[src/rtl/object_plotter.sv]
// Rasterises one paddle or ball rectangle per accepted controller command,
// emitting one registered pixel per clock toward the VGA adapter write port.
module object_plotter #(
  parameter int unsigned PADDLE_W      = 4,
  parameter int unsigned PADDLE_H      = 10,
  parameter int unsigned BALL_SIZE     = 4,
  parameter int unsigned L_PADDLE_X    = 8,
  parameter int unsigned R_PADDLE_X    = 148,
  parameter logic [2:0]  PADDLE_COLOUR = 3'b111,
  parameter logic [2:0]  BALL_COLOUR   = 3'b010
) (
  input  logic       clk,
  input  logic       reset,
  input  logic [1:0] draw_state,
  input  logic [6:0] l_paddle_y,
  input  logic [6:0] r_paddle_y,
  input  logic [7:0] ball_x,
  input  logic [6:0] ball_y,
  output logic [7:0] x,
  output logic [6:0] y,
  output logic [2:0] colour,
  output logic       plot,
  output logic       busy,
  output logic       done
);

  typedef enum logic [1:0] {StIdle, StPlot, StDone} state_e;

  state_e     state_q, state_d;
  logic [1:0] last_cmd_q, last_cmd_d;
  logic [7:0] base_x_q, base_x_d;
  logic [6:0] base_y_q, base_y_d;
  logic [3:0] w_q, w_d, h_q, h_d;
  logic [3:0] dx_q, dx_d, dy_q, dy_d;
  logic [2:0] col_q, col_d;
  logic [7:0] x_q, x_d;
  logic [6:0] y_q, y_d;
  logic [2:0] colour_q, colour_d;
  logic       plot_q, plot_d, busy_q, busy_d, done_q, done_d;

  logic       accept, row_end, last_px;
  logic [8:0] x_sum, y_sum;

  assign accept  = (state_q == StIdle) && (draw_state != 2'b00) && (draw_state != last_cmd_q);
  assign row_end = (dx_q == w_q - 4'd1);
  assign last_px = row_end && (dy_q == h_q - 4'd1);
  assign x_sum   = 9'(base_x_q) + 9'(dx_q);
  assign y_sum   = 9'(base_y_q) + 9'(dy_q);

  always_ff @(posedge clk) begin
    if (reset) begin
      state_q    <= StIdle;
      last_cmd_q <= 2'b00;
      base_x_q   <= '0;
      base_y_q   <= '0;
      w_q        <= '0;
      h_q        <= '0;
      dx_q       <= '0;
      dy_q       <= '0;
      col_q      <= '0;
      x_q        <= '0;
      y_q        <= '0;
      colour_q   <= '0;
      plot_q     <= 1'b0;
      busy_q     <= 1'b0;
      done_q     <= 1'b0;
    end else begin
      state_q    <= state_d;
      last_cmd_q <= last_cmd_d;
      base_x_q   <= base_x_d;
      base_y_q   <= base_y_d;
      w_q        <= w_d;
      h_q        <= h_d;
      dx_q       <= dx_d;
      dy_q       <= dy_d;
      col_q      <= col_d;
      x_q        <= x_d;
      y_q        <= y_d;
      colour_q   <= colour_d;
      plot_q     <= plot_d;
      busy_q     <= busy_d;
      done_q     <= done_d;
    end
  end

  always_comb begin
    state_d = state_q;
    unique case (state_q)
      StIdle:  if (accept) state_d = StPlot;
      StPlot:  if (last_px) state_d = StDone;
      StDone:  state_d = StIdle;
      default: state_d = StIdle;
    endcase
  end

  always_comb begin
    last_cmd_d = last_cmd_q;
    base_x_d   = base_x_q;
    base_y_d   = base_y_q;
    w_d        = w_q;
    h_d        = h_q;
    col_d      = col_q;
    dx_d       = dx_q;
    dy_d       = dy_q;

    if (state_q == StIdle) begin
      if (draw_state == 2'b00) begin
        last_cmd_d = 2'b00;
      end else if (accept) begin
        last_cmd_d = draw_state;
        dx_d       = '0;
        dy_d       = '0;
        unique case (draw_state)
          2'b01: begin
            base_x_d = 8'(L_PADDLE_X);
            base_y_d = l_paddle_y;
            w_d      = 4'(PADDLE_W);
            h_d      = 4'(PADDLE_H);
            col_d    = PADDLE_COLOUR;
          end
          2'b11: begin
            base_x_d = 8'(R_PADDLE_X);
            base_y_d = r_paddle_y;
            w_d      = 4'(PADDLE_W);
            h_d      = 4'(PADDLE_H);
            col_d    = PADDLE_COLOUR;
          end
          default: begin
            base_x_d = ball_x;
            base_y_d = ball_y;
            w_d      = 4'(BALL_SIZE);
            h_d      = 4'(BALL_SIZE);
            col_d    = BALL_COLOUR;
          end
        endcase
      end
    end else if (state_q == StPlot) begin
      if (row_end) begin
        dx_d = '0;
        dy_d = dy_q + 4'd1;
      end else begin
        dx_d = dx_q + 4'd1;
      end
    end
  end

  // Pixel outputs lag the dx/dy walk by one register stage; clipped pixels still use a cycle.
  always_comb begin
    x_d      = x_q;
    y_d      = y_q;
    colour_d = 3'b000;
    plot_d   = 1'b0;
    busy_d   = (state_q != StIdle);
    done_d   = (state_q == StDone);
    if (state_q == StPlot) begin
      x_d      = x_sum[7:0];
      y_d      = y_sum[6:0];
      colour_d = col_q;
      plot_d   = (x_sum <= 9'd159) && (y_sum <= 9'd119);
    end
  end

  assign x      = x_q;
  assign y      = y_q;
  assign colour = colour_q;
  assign plot   = plot_q;
  assign busy   = busy_q;
  assign done   = done_q;

endmodule
[config.mk]
export PLATFORM = sky130hd
export DESIGN_NAME = object_plotter
export DESIGN_NICKNAME = d
export VERILOG_FILES = /design/src/rtl/object_plotter.sv
export SDC_FILE = /design/constraint.sdc
export NUM_CORES = 1
export LEC_CHECK = 0
export ABC_AREA = 1
export CORE_ASPECT_RATIO = 0.75
export CORE_MARGIN = 1.5
export CORE_UTILIZATION = 50
export CTS_CLUSTER_SIZE = 30
export DETAILED_ROUTE_END_ITERATION = 8
export GPL_ROUTABILITY_DRIVEN = 0
export PLACE_DENSITY = 0.78
export SETUP_SLACK_MARGIN = 0.1
export SKIP_LAST_GASP = 1
export SYNTH_ARGS = -nofsm -noshare
export SYNTH_HDL_FRONTEND = slang
export SYNTH_SLANG_ARGS = --single-unit
export TNS_END_PERCENT = 5
[constraint.sdc]
create_clock -name clk -period 4.2 [get_ports clk]
set_clock_uncertainty 0.2 [all_clocks]
set_input_delay 0.84 -clock clk [delete_from_list [all_inputs] [get_ports clk]]
set_output_delay 0.84 -clock clk [all_outputs]
set_load 0.005 [all_outputs]
==> Word level (Yosys, flattened, before mapping) <==
Index checks and enable logic that the tools add are counted.
{ "word_totals": {"ff_bits": 56, "input_bits": 33, "out_inout_bits": 21, "elab_cells": 70} }
{ "op_classes": {"addsub": 6, "magnitude_cmp": 2, "eq_ne": 10, "mux": 17, "bitwise_logic": 2, "n_reduce_logical": 18} }
{ "op_table": {"columns": ["op", "n"], "rows": [
  ["$mux 4", 9],
  ["$pmux 8 s2", 1],
  ["$pmux 7 s2", 1],
  ["$reduce_bool 2->1", 5],
  ["$add 8x4->9", 1],
  ["$le 9x8->1 const B", 1],
  ["$add 4x1->4 const B", 2],
  ["$add 7x4->8", 1],
  ["$eq 4x4->1", 2],
  ["$le 8x7->1 const B", 1],
  ["$mux 2", 4],
  ["$ne 2x2->1 const B", 3],
  ["$reduce_and 3->1", 2],
  ["$eq 2x1->1 const B", 2],
  ["$eq 2x2->1 const B", 2],
  ["$logic_and 1x1->1", 4],
  ["$logic_not 2->1", 2],
  ["$pmux 2 s2", 1],
  ["$reduce_and 2->1", 2],
  ["$reduce_and 4->1", 1],
  ["$reduce_or 2->1", 2],
  ["$sub 3x1->4 const B", 1],
  ["$sub 4x1->4 const B", 1],
  ["$mux 3", 1],
  ["other kinds (2)", 3]
]} }

==> Logic depth before layout (Yosys ltp) <==
{ "depth": {"ltp_word": 6, "ltp_mapped": 12, "depth_no_buf": 12} }

==> Worst setup path after synthesis <==
No wires, ideal clock.
{ "synth_timing": {"path_type": "input to register", "from": "input draw_state[0]", "to": "register base_y_q[1]", "arrival_ps": 1606, "required_ps": 3877, "slack_ps": 2271, "path_stages": 7, "n_path_buf": 2, "cell_sequence": "buf_4 -> nor2_1 -> nor2_2 -> nand3_4 -> buf_6 -> nand2_2 -> o22ai_1"} }
{ "synth_via": {"elab_chain_len": 4, "elab_cells_between_ends": 10, "classes_between": "eq/ne (3); mux (1); bitwise (1); reduce/logical (5)"} }
{ "synth_rtl": {"columns": ["item", "line", "rtl"], "rows": [
  ["from (decl)", "14", "input logic [1:0] draw_state,"],
  ["$reduce_bool 2->1", "44", "assign accept = (state_q == StIdle) && (draw_state != 2'b00) && (draw_state != last_cmd_q);"],
  ["$logic_and 1x1->1 (2 in series)", "44", null],
  ["$reduce_and 3->1 (no source line)", null, null],
  ["to (signal assigned)", "71", "base_y_q <= base_y_d;"],
  ["to (decl)", "32", "logic [6:0] base_y_q, base_y_d;"]
]} }
Parallel ways exist; a longest one is shown, timed or not.
A chain may end at the register's enable or synchronous reset.

==> impl_metrics.tcl <==
set metrics [dict create \
    io_pins 54 \
    synth_xor_area_share_pct 3.63 \
    track_usage_pct 23.6 \
    vias 2419 \
    grt_pass1_vias 2272 \
    rsz0062_at_grt "no" \
    synthFlopType "dfxtp_1" \
    antenna_found_initial 0 \
    die_area_um2 5690 \
    drt_wl_total_mm 6.03 \
    post_cts_resize_count 0 \
    crit_family "buffers and inverters" \
    yosysSeqAreaShare_pct 38.2 \
    startpoint_type "input pin" \
    pre_cts_ws_ns 1.11 \
    antenna_cells 0 \
    clkTransAtPathRegs_ns 0.10 \
    p_per_area_nw_per_um2 373 \
    postCtsSetupBuffers 0 \
    htree_levels 2 \
    required_ns 4.27 \
    synth_fa_ha_area_share_pct 6.78 \
    cts_tree "done" \
    io_buffers 53 \
    clock-sinks 50 \
    synthArstFlopShare_pct 0 \
    netlist_area_um2 2620 \
    r2r_cells 11 \
    hold_path_depth 1 \
    busiest_layer "met2" \
    die_w_um 86.6 \
    drive_gt1_share_pct 6.57 \
    synth-compound-area-share_pct 14.4 \
    hold_class "flop to flop" \
    drc 0 \
    timing.final.max_slew_violations 0 \
    grt_overflow 0 \
    finalCriticalPeriod_ns 2.80 \
    cp.depth 6 \
    r2r_slack_ns 2.02 \
    ys_seq_elements 50 \
    max_stage_delay_ns 0.85 \
    layout_setup_ws_ns 1.40 \
    core_um2 4980 \
    final_cell_mix "75 x nand2_1, 53 x clkdlybuf4s50_1, 50 x dfxtp_1" \
    cts_buffer_depth 2 \
    fp.dieH_um 65.7 \
    use_met1_pct 33.2 \
    tightest_slew_ns 0.959 \
    path_cells "clkdlybuf4s50_1 > inv_1 > nand2_1 > o22ai_1 > nand2_1 > inv_1" \
    outcome "complete, no violations" \
    initial_core_util_pct 52.6 \
    numCtsBuffers 5 \
    end_kind "flop" \
    cp.arrival_ns 2.87 \
    critPathKind "input pin to flop" \
    critPathMaxFanout 32 \
    wl_per_cell_um 12.5 \
    clk_latency_ns 0.32 \
    utilization_pct 65.9 \
    synth_edf_count 0 \
    synth_fp_nets 406 \
    num_rows 22 \
    synthSimpleGateAreaFrac_pct 27.3 \
    synth_mux_area_share_pct 0.764 \
    synth.avg_cell_area_um2 7.28 \
    fin_nets 456 \
    power.leakage_nw 1.47 \
    met3_usage_pct 3.77 \
    antenna_left 0 \
    grt_max_degree 33 \
    ys_warn_count 0 \
    synth_cells 360 \
    holdBufCountCts 0 \
    critPathBufInv 3 \
    hpwl_mm 4.56 \
    final_common_cell "nand2_1" \
    max_freq_mhz 357 \
    slew_headroom_pct 36.0 \
    drv_cap 0 \
    whs_ns 0.277 \
    drtPass1Iterations 4 \
    root_buffer "clkbuf_8" \
    fin_setup_tns_ns 0 \
    vdd_drop_max_mv 0.157 \
    finalSetupViolCount 0 \
    synth_top_family_by_area "simple AND/OR/NAND/NOR gates" \
    critPathSlowestCell "inv_1" \
    grt_pass1_wl_mm 10.3 \
    post-route-period-util_pct 66.6 \
    report.final.hold_viol_count 0 \
    synth_cell_types 35 \
    use_met2_pct 36.6 \
    syn_to_final_growth_pct 25.3 \
    routed_via_density 5.01 \
    drt_iter0_drc 105 \
]
## flip-flops by register name, indices dropped and copies added (netlist names)
| name | cells |
|---|---|
| base_x_q | 8 |
| base_y_q | 7 |
| busy | 1 |
| col_q | 2 |
| colour | 2 |
| done | 1 |
| dx_q | 4 |
| dy_q | 4 |
| h_q | 1 |
| last_cmd_q | 2 |
| plot | 1 |
| state_q | 2 |
| x | 8 |
| y | 7 |
## synth_stat cells (all sizes together), types with 4 or more instances
cell | number | area, um2
a21oi | 26 | 130
buf | 4 | 30.0
clkbuf | 6 | 23.8
dfxtp | 50 | 1000
ha | 11 | 138
inv | 48 | 180
nand2 | 81 | 329
nand3 | 30 | 163
nand4 | 6 | 37.5
nor2 | 34 | 150
o211ai | 5 | 37.5
o21ai | 33 | 165
o22ai | 4 | 25.0
xnor2 | 6 | 60.1
xor2 | 4 | 35.0
## final timing paths
check / endpoint / startpoint
hold / removal: done / state_q[0]
hold reg to reg: done / state_q[0]
setup reg to reg: plot / dy_q[0]
setup / recovery: dx_q[2] / reset
## metrics by stage
stage | total power, mW | cell area (um2) | std cells
3_5_place_dp | 0.937 | 3190 | 475
6_report | 1.23 | 3280 | 483
3_3_place_gp | 0.928 | 3190 | 475
2_1_floorplan | 0.795 | 2620 | 360
4_1_cts | 1.23 | 3280 | 483
5_1_grt | 1.30 | 3280 | 483
## report_power, final
group | leakage [nW] | internal [mW] | switching, mW
combinational | 1.01 | 0.157 | 0.189
sequential | 0.411 | 0.536 | 0.0452
clock | 0.0472 | 0.133 | 0.165
total | 1.47 | 0.825 | 0.400
## logic make-up (layout without fill, tap and decap cells)
kind of cell,Yosys count,count (layout)
xor gates and xnor gates,10,10
adders and majority gates,13,13
muxes,2,2
DFF,50,50
and+or+nand+nor,157,157
buffers and inverters,58,109
AOI/OAI and AO/OA,70,70
## area by class of cell
cell class / instances / area (um2)
fillers: 444 / 1700
multi-input cells: 252 / 1390
flip-flops and latches: 50 / 1000
repair buffers: 53 / 531
inverters: 48 / 180
well taps: 72 / 90.1
clock buffers: 6 / 82.6
clock inverters: 2 / 12.5
## layer usage
metal / up-vias / routed length [um]
li1: 1274 / -
met1: 1080 / 3050
met5: - / 0
met3: 7 / 310
met2: 58 / 2620
met4: 0 / 52
Power figures use the tool's default switching activity.
